`src/rtl/booth_arbiter.sv`:
```
// booth_arbiter: shares one sequential booth multiplier among NREQ requesters.
// Define BOOTH_ARB_RR_EN for round-robin arbitration; otherwise fixed priority (lowest index wins).

module booth_arbiter #(
    parameter int NREQ    = 4,
    parameter int W       = 4,
    parameter int LATENCY = 5
) (
    input  logic                clk,
    input  logic                rst_n,
    input  logic [NREQ-1:0]     req,
    input  logic [NREQ*W-1:0]   op_x,
    input  logic [NREQ*W-1:0]   op_y,
    output logic [NREQ-1:0]     ack,
    output logic [NREQ-1:0]     rsp_valid,
    output logic [2*W-1:0]      rsp_data,
    output logic                busy,
    output logic                mul_start,
    output logic [W-1:0]        mul_x,
    output logic [W-1:0]        mul_y,
    input  logic [2*W-1:0]      mul_result
);

    localparam int IW = (NREQ > 1) ? $clog2(NREQ) : 1;
    localparam int CW = (LATENCY > 1) ? $clog2(LATENCY) : 1;

    typedef enum logic [1:0] {
        S_IDLE,
        S_START,
        S_WAIT,
        S_DONE
    } state_t;

    state_t            state_q, state_d;
    logic [IW-1:0]     grant_q, grant_d;
    logic [CW-1:0]     cnt_q, cnt_d;
    logic [NREQ-1:0]   ack_q, ack_d;
    logic [NREQ-1:0]   rsp_valid_q, rsp_valid_d;
    logic [2*W-1:0]    rsp_data_q, rsp_data_d;
    logic              busy_q, busy_d;
    logic              mul_start_q, mul_start_d;
    logic [W-1:0]      mul_x_q, mul_x_d;
    logic [W-1:0]      mul_y_q, mul_y_d;

    logic              found;
    logic [IW-1:0]     win;
    logic [IW-1:0]     idx;

`ifdef BOOTH_ARB_RR_EN
    logic [IW-1:0]     ptr_q, ptr_d;

    function automatic logic [IW-1:0] wrap_add(input logic [IW-1:0] base, input int off);
        int s;
        s = int'(base) + off;
        if (s >= NREQ) s = s - NREQ;
        return IW'(s);
    endfunction
`endif

    // Winner selection: first asserted request scanning upward from the search origin
    always_comb begin
        found = 1'b0;
        win   = '0;
        idx   = '0;
        for (int i = 0; i < NREQ; i++) begin
`ifdef BOOTH_ARB_RR_EN
            idx = wrap_add(ptr_q, i);
`else
            idx = IW'(i);
`endif
            if (!found && req[idx]) begin
                found = 1'b1;
                win   = idx;
            end
        end
    end

    always_comb begin
        state_d     = state_q;
        grant_d     = grant_q;
        cnt_d       = cnt_q;
        ack_d       = '0;
        rsp_valid_d = '0;
        rsp_data_d  = rsp_data_q;
        mul_start_d = 1'b0;
        mul_x_d     = mul_x_q;
        mul_y_d     = mul_y_q;
`ifdef BOOTH_ARB_RR_EN
        ptr_d       = ptr_q;
`endif
        case (state_q)
            S_IDLE: begin
                if (found) begin
                    state_d     = S_START;
                    grant_d     = win;
                    mul_x_d     = op_x[int'(win)*W +: W];
                    mul_y_d     = op_y[int'(win)*W +: W];
                    ack_d[win]  = 1'b1;
                    mul_start_d = 1'b1;
`ifdef BOOTH_ARB_RR_EN
                    ptr_d       = wrap_add(win, 1);
`endif
                end
            end
            S_START: begin
                state_d = S_WAIT;
                cnt_d   = CW'(LATENCY - 1);
            end
            S_WAIT: begin
                if (cnt_q == '0) begin
                    state_d              = S_DONE;
                    rsp_data_d           = mul_result;
                    rsp_valid_d[grant_q] = 1'b1;
                end else begin
                    cnt_d = cnt_q - CW'(1);
                end
            end
            S_DONE: begin
                state_d = S_IDLE;
            end
            default: begin
                state_d = S_IDLE;
            end
        endcase
        busy_d = (state_d != S_IDLE);
    end

    // Outputs are registered alongside the state so every port changes only on a clock edge
    always_ff @(posedge clk or negedge rst_n) begin
        if (!rst_n) begin
            state_q     <= S_IDLE;
            grant_q     <= '0;
            cnt_q       <= '0;
            ack_q       <= '0;
            rsp_valid_q <= '0;
            rsp_data_q  <= '0;
            busy_q      <= 1'b0;
            mul_start_q <= 1'b0;
            mul_x_q     <= '0;
            mul_y_q     <= '0;
`ifdef BOOTH_ARB_RR_EN
            ptr_q       <= '0;
`endif
        end else begin
            state_q     <= state_d;
            grant_q     <= grant_d;
            cnt_q       <= cnt_d;
            ack_q       <= ack_d;
            rsp_valid_q <= rsp_valid_d;
            rsp_data_q  <= rsp_data_d;
            busy_q      <= busy_d;
            mul_start_q <= mul_start_d;
            mul_x_q     <= mul_x_d;
            mul_y_q     <= mul_y_d;
`ifdef BOOTH_ARB_RR_EN
            ptr_q       <= ptr_d;
`endif
        end
    end

    assign ack       = ack_q;
    assign rsp_valid = rsp_valid_q;
    assign rsp_data  = rsp_data_q;
    assign busy      = busy_q;
    assign mul_start = mul_start_q;
    assign mul_x     = mul_x_q;
    assign mul_y     = mul_y_q;

endmodule

```
`config.mk`:
```
export PLATFORM = sky130hd
export DESIGN_NAME = booth_arbiter
export DESIGN_NICKNAME = d
export VERILOG_FILES = /design/src/rtl/booth_arbiter.sv
export SDC_FILE = /design/constraint.sdc
export NUM_CORES = 1
export LEC_CHECK = 0
export BUFFER_PORTS_ARGS = -buffer_cell sky130_fd_sc_hd__buf_4
export CAP_MARGIN = 20
export CELL_PAD_IN_SITES_DETAIL_PLACEMENT = 0
export CELL_PAD_IN_SITES_GLOBAL_PLACEMENT = 1
export CORE_MARGIN = 4
export CORE_UTILIZATION = 31
export DETAILED_ROUTE_END_ITERATION = 10
export MAX_ROUTING_LAYER = met4
export PLACE_DENSITY = 0.83
export SYNTH_ARGS = -nofsm -noshare
export SYNTH_HDL_FRONTEND = slang
export SYNTH_SLANG_ARGS = --single-unit
```
`constraint.sdc`:
```
create_clock -name clk -period 1.6 [get_ports clk]
set_input_delay 0.08 -clock clk [delete_from_list [all_inputs] [get_ports clk]]
set_output_delay 0.08 -clock clk [all_outputs]
set_load 0.03 [all_outputs]
```
==> results.json, run 1 <==
{
  "status": "complete, no violations",
  "setup_ws_ns": 0.1306,
  "slew_headroom_pct": 64.47,
  "initial_utilization_pct": 32.29,
  "final_hold_viol_count": 0,
  "ys_warn_count": 0,
  "h-tree-depth": 2,
  "cts_tree": "done",
  "setup_viol": 0,
  "synthCells": 137,
  "vias": 1335,
  "synth.area.top_cells": "dfrtp_1 (53%), mux2_2 (5.8%), o22a_1 (4.5%)",
  "synth_nets": 188,
  "cp-end-kind": "flop",
  "rsz0062_at_grt": "false",
  "clock_latency_ns": 0.28,
  "grt_pass1_wl_um": 6334,
  "power.total_mw": 4.206,
  "place_congestion": 0.7763,
  "maxCapViolCount": 0,
  "synth-seq-area-share_pct": 53.44,
  "antennaDiodeCount": 0,
  "p_leak_nw": 1.120,
  "drc": 0,
  "post-route-cell-area_um2": 2326,
  "grt_antenna_before_repair": 0,
  "dp_hpwl_um": 2982,
  "crit_arrival_ns": 1.64,
  "cp_slowest_stage_delay_ns": 0.37,
  "worst-slew-pin-transition_ns": 0.5329,
  "p_sw_mw": 1.582,
  "grt_pass1_vias": 1361,
  "yosysTopAreaCell": "dfrtp_1",
  "wl_um": 3853,
  "avgViaCountPerCell": 4.684,
  "synth_edf_count": 0,
  "grt_usage_pct": 13.52,
  "cts_sinks": 33,
  "finalCriticalPeriod_ns": 1.469,
  "coreArea_um2": 4786,
  "min_period_over_period_pct": 91.84,
  "final-max-slew-violation-count": 0,
  "clkTransAtPathRegs_ns": 0.07,
  "r2r_cells": 6,
  "dpl_cell_area_um2": 2190,
  "reg2reg_from": "state_q[0]",
  "path_cells": "inv_1, ha_2, o21ai_0, o21ai_0, or2_1, or2_1",
  "cts_root_buf": "clkbuf_8",
  "fp-row-count": 25,
  "worst_ep_required_time_ns": 1.77,
  "ys_types": 31,
  "hold_path_end": "rsp_data[1]",
  "tns_ns": 0,
  "power.share.clock_pct": 19.1,
  "synthesis.area_um2": 1545,
  "switching_share_pct": 37.62,
  "hold_depth": 2,
  "synth_top_area_share_pct": 53.44,
  "io_pins": 72,
  "seq_area_um2": 825.8,
  "io_buffers": 71,
  "fin_skew_ns": 0.006744,
  "syn_area_per_cell_um2": 11.28,
  "p_int_mw": 2.623,
  "synth_seq_cells": 33,
  "seqPwrFrac_pct": 32.2,
  "drtIter0Drc": 54,
  "drive_above_1_share_pct": 45.41,
  "worstReg2RegEnd": "busy",
  "crit_path_start_kind": "flop",
  "critical_path.slowest_cell": "dfrtp_1",
  "worstSetupPathType": "flop to flop",
  "synth_most_common_cell": "dfrtp_1",
  "synthArstFlopShare_pct": 100.0,
  "reg2reg_slack_ns": 0.13,
  "power_density_nw_per_um2": 1808,
  "clockBufferDepth": 2,
  "critPathMaxFanout": 7,
  "nets": 268,
  "grt_max_degree": 34,
  "min_from": "mul_result[1]",
  "synthTopCellsByCount": "dfrtp_1 (33), nor2_1 (10), a22oi_1 (8), mux2_2 (8), o22a_1 (8)",
  "die_w_um": 78.60,
  "drt_pass1_iterations": 4,
  "nFillCells": 450,
  "hp-class": "input port to flop",
  "synthFlopType": "dfrtp_1",
  "cts-buffers-inserted": 5,
  "fmax_mhz": 680.5,
  "grt_overflow": 0,
  "area_growth_pct": 50.53,
  "dieArea_um2": 6178,
  "multi_input_area_um2": 650.6,
  "wl_per_cell_um": 13.52,
  "antenna_left": 0,
  "dp_slack_ns": 0.05362,
  "die_y_um": 78.60,
  "ir_worst_vdd_uv": 913.5,
  "p_comb_share_pct": 48.7
}
-- routing by layer --
layer,GRT usage (%),part of all wire [%]
met1,16.24,43
met2,21.99,50
met3,4.243,5.7
met4,3.671,0.88
met5,-,0
-- state kept, by name, summed over array words and instances, names as in the netlist --
signal / cells
rsp_valid: 4
grant_q: 2
state_q: 2
mul_y: 4
rsp_data: 8
mul_x: 4
mul_start: 1
ack: 4
cnt_q: 3
busy: 1
-- through the flow --
step	util (%)	cells	hold WS [ns]
3_5_place_dp	45.75	275	0.05094
4_1_cts	48.39	284	0.01373
5_1_grt	48.60	285	0.02146
2_1_floorplan	-	137	-0.2156
3_3_place_gp	45.75	275	0.04955
6_report	48.60	285	0.02388
-- power groups by stage --
stage / Clock (mW) / Combinational, mW / Sequential (mW)
after floorplan: 0 / 0.777 / 1.85
after global placement: 0 / 2.02 / 1.36
after detailed placement: 0 / 2.04 / 1.37
after CTS: 0.826 / 2.05 / 1.36
after global routing: 0.867 / 2.23 / 1.39
final: 0.803 / 2.05 / 1.35
-- final cells by class --
| class | instances | area share [%] |
|---|---|---|
| clock inverters | 1 | 1.291 |
| flip-flops and latches | 33 | 35.50 |
| inverters | 7 | 1.130 |
| clock buffers | 7 | 3.712 |
| multi-input cells | 89 | 27.97 |
| repair buffers | 81 | 26.79 |
| well taps | 67 | 3.604 |
-- worst max-delay path by stage --
| stage | cells after the start | end | slack (ns) | startpoint |
|---|---|---|---|---|
| 5_1_grt | 6 | busy | 0.02 | state_q[0] |
| 3_5_place_dp | 6 | busy | 0.05 | state_q[0] |
| 6_report | 6 | busy | 0.13 | state_q[0] |
| 3_3_place_gp | 6 | busy | 0.15 | state_q[0] |
| 2_1_floorplan | 5 | rsp_data[2] | 0.10 | state_q[0] |
| 4_1_cts | 6 | busy | 0.04 | state_q[0] |
-- worst max-delay path, delay by kind of cell (launching register included) --
kind	cells	cell delay (ns)
flip-flops	1	0.37
buffers and inverters	1	0.08
AND/OR/NAND/NOR	2	0.42
adder cells (fa/ha/maj)	1	0.23
AO/OA/AOI/OAI	2	0.26
-- kinds of logic (layout without fill, tap and decap cells) --
group / after synthesis / after routing / share of synthesized area, %
multiplexers: 9 / 9 / 6.478
AND/OR/NAND/NOR: 32 / 32 / 10.45
flip-flops: 33 / 33 / 53.44
AO/OA/AOI/OAI: 42 / 42 / 20.41
XOR/XNOR: 1 / 1 / 0.5669
adder cells (fa/ha/maj): 5 / 5 / 4.049
buffers and inverters: 15 / 96 / 4.615
-- layout by cell type (no fill, tap or decap), types with 3 or more instances in the layout --
cell	n
nor3_1	5
clkbuf_8	6
mux2_2	8
o21ai_0	6
and3_1	3
or2_1	3
dfrtp_1	33
inv_1	6
o22a_1	8
buf_4	79
nand2_1	4
nor2_1	10
o22ai_1	7
ha_1	4
a2bb2oi_1	7
a22oi_1	8
-- what timing repair did --
| item | 4_1_cts | 5_1_grt |
|---|---|---|
| endpoints found under the setup margin | 0 | 9 |
| hold endpoints to repair | 33 | 0 |
| hold buffers | 1 | 0 |
| setup buffers | 0 | 1 |
| gates resized for setup | 0 | 1 |
No activity file was read; power rests on OpenSTA's default activity.
==> inputs of run 2 (changes only) <==
--- a/config.mk
+++ b/config.mk
@@ -9,9 +9,9 @@
 export CAP_MARGIN = 20
 export CELL_PAD_IN_SITES_DETAIL_PLACEMENT = 0
 export CELL_PAD_IN_SITES_GLOBAL_PLACEMENT = 1
-export CORE_MARGIN = 4
 export CORE_UTILIZATION = 31
 export DETAILED_ROUTE_END_ITERATION = 10
+export GPL_TIMING_DRIVEN = 0
 export MAX_ROUTING_LAYER = met4
 export PLACE_DENSITY = 0.83
 export SYNTH_ARGS = -nofsm -noshare
==> results.json, run 2 (synthesized netlist as in run 1, its figures left out) <==
{
  "finalCriticalPeriod_ns": 1.499,
  "die_w_um": 72.60,
  "wl_per_cell_um": 13.96,
  "seq_area_um2": 825.8,
  "drt_pass1_iterations": 4,
  "antenna_left": 0,
  "dp_hpwl_um": 2890,
  "cp-end-kind": "flop",
  "cts_root_buf": "clkbuf_8",
  "status": "complete, no violations",
  "cts_tree": "done",
  "switching_share_pct": 38.46,
  "worstSetupPathType": "flop to flop",
  "multi_input_area_um2": 656.9,
  "placedCellCount": 275,
  "power.total_mw": 4.159,
  "clockBufferDepth": 2,
  "cts-buffers-inserted": 5,
  "clkTransAtPathRegs_ns": 0.07,
  "hold_depth": 2,
  "rsz0062_at_grt": "false",
  "grt_pass1_vias": 1351,
  "grt_max_degree": 34,
  "die_y_um": 72.60,
  "antennaDiodeCount": 0,
  "layout_common_cells": "buf_4 (73), dfrtp_1 (33), nor2_1 (10)",
  "final-instance-count-excl-fill": 284,
  "slew_headroom_pct": 67.31,
  "r2r_cells": 5,
  "area_growth_pct": 49.15,
  "p_int_mw": 2.559,
  "grt_usage_pct": 16.41,
  "p_leak_nw": 1.101,
  "fp-row-count": 25,
  "nets": 267,
  "ir_worst_vdd_uv": 626.3,
  "drive_above_1_share_pct": 45.62,
  "cts_sinks": 33,
  "drc": 0,
  "critPathMaxFanout": 10,
  "power.share.clock_pct": 19.6,
  "fin_skew_ns": 0.006177,
  "min_period_over_period_pct": 93.68,
  "io_pins": 72,
  "setup_viol": 0,
  "coreArea_um2": 4755,
  "p_sw_mw": 1.600,
  "power_density_nw_per_um2": 1805,
  "avgViaCountPerCell": 4.761,
  "clock_latency_ns": 0.29,
  "io_buffers": 71,
  "h-tree-depth": 2,
  "final-max-slew-violation-count": 0,
  "seqPwrFrac_pct": 32.7,
  "worst_ep_required_time_ns": 1.77,
  "hp-class": "input port to flop",
  "largest_reg_flops": 8,
  "grt_antenna_before_repair": 0,
  "nFillCells": 451,
  "worst-slew-pin-transition_ns": 0.4904,
  "crit_arrival_ns": 1.67,
  "wl_um": 3965,
  "vias": 1352,
  "place_congestion": 0.7343,
  "fmax_mhz": 667.2,
  "dieArea_um2": 5271,
  "drtIter0Drc": 38,
  "final_hold_viol_count": 0,
  "crit_path_start_kind": "flop",
  "final_common_cell": "buf_4",
  "grt_overflow": 0,
  "p_comb_share_pct": 47.7,
  "initial_utilization_pct": 32.50,
  "post-route-cell-area_um2": 2305,
  "grt_pass1_wl_um": 6265,
  "maxCapViolCount": 0,
  "dpl_cell_area_um2": 2162
}
-- run 2: layer usage --
layer	track usage, %	share of wire [%]	up-vias
met3	3.729	5.8	5
met4	8.061	1.4	0
li1	-	-	657
met1	19.51	44	645
met2	26.27	49	45
met5	-	0	-
-- run 2: path summary, 6_finish.rpt --
path,end,from,slack (ns)
max,rsp_data[6],cnt_q[0],0.10
max in group asynchronous,grant_q[1],rst_n,1.02
min in group asynchronous,rsp_data[0],rst_n,0.27
max reg2reg,rsp_data[6],cnt_q[0],0.10
min,rsp_data[0],mul_result[0],0.02
min reg2reg,rsp_valid[0],grant_q[0],0.45
-- run 2: layout make-up --
type	instances	area share (%)
sequential	33	35.83
clock inverter	1	1.303
tap	67	3.637
multi-input combinational	89	28.50
buffer	7	1.954
timing repair buffer	73	23.89
clock buffer	7	3.746
inverter	7	1.140
-- run 2: timing repair --
item / 4_1_cts / 5_1_grt
gates resized for setup: 1 / 4
setup buffers: 1 / 0
endpoints found under the setup margin: 7 / 16
pin swaps: 1 / 0
hold buffers: 1 / 0
endpoints found under the hold margin: 33 / 0
-- run 2: per-stage QoR --
stage | setup WS [ns] | util, % | hold WS (ns) | setup TNS, ns
2_1_floorplan | 0.1020 | - | -0.2156 | 0
3_3_place_gp | -0.1071 | 45.47 | 0.05337 | -0.5523
3_5_place_dp | -0.1314 | 45.47 | 0.05687 | -0.7220
4_1_cts | 0.01449 | 48.34 | 0.01413 | 0
5_1_grt | 0.02778 | 48.47 | 0.01902 | 0
6_report | 0.1012 | 48.47 | 0.01792 | 0
-- run 2: power by group through the flow --
stage | clock, mW | sequential, mW | combinational (mW)
2_1_floorplan | 0 | 1.85 | 0.777
3_3_place_gp | 0 | 1.37 | 1.93
3_5_place_dp | 0 | 1.37 | 1.97
4_1_cts | 0.832 | 1.36 | 1.99
5_1_grt | 0.847 | 1.40 | 2.16
6_report | 0.813 | 1.36 | 1.99
-- run 2: critical path: stages, from the launching register on --
cell and delay, ns:
dfrtp_1 0.37, inv_1 0.09, ha_1 0.24, nand3b_1 0.15, buf_4 0.21, mux2_2 0.34
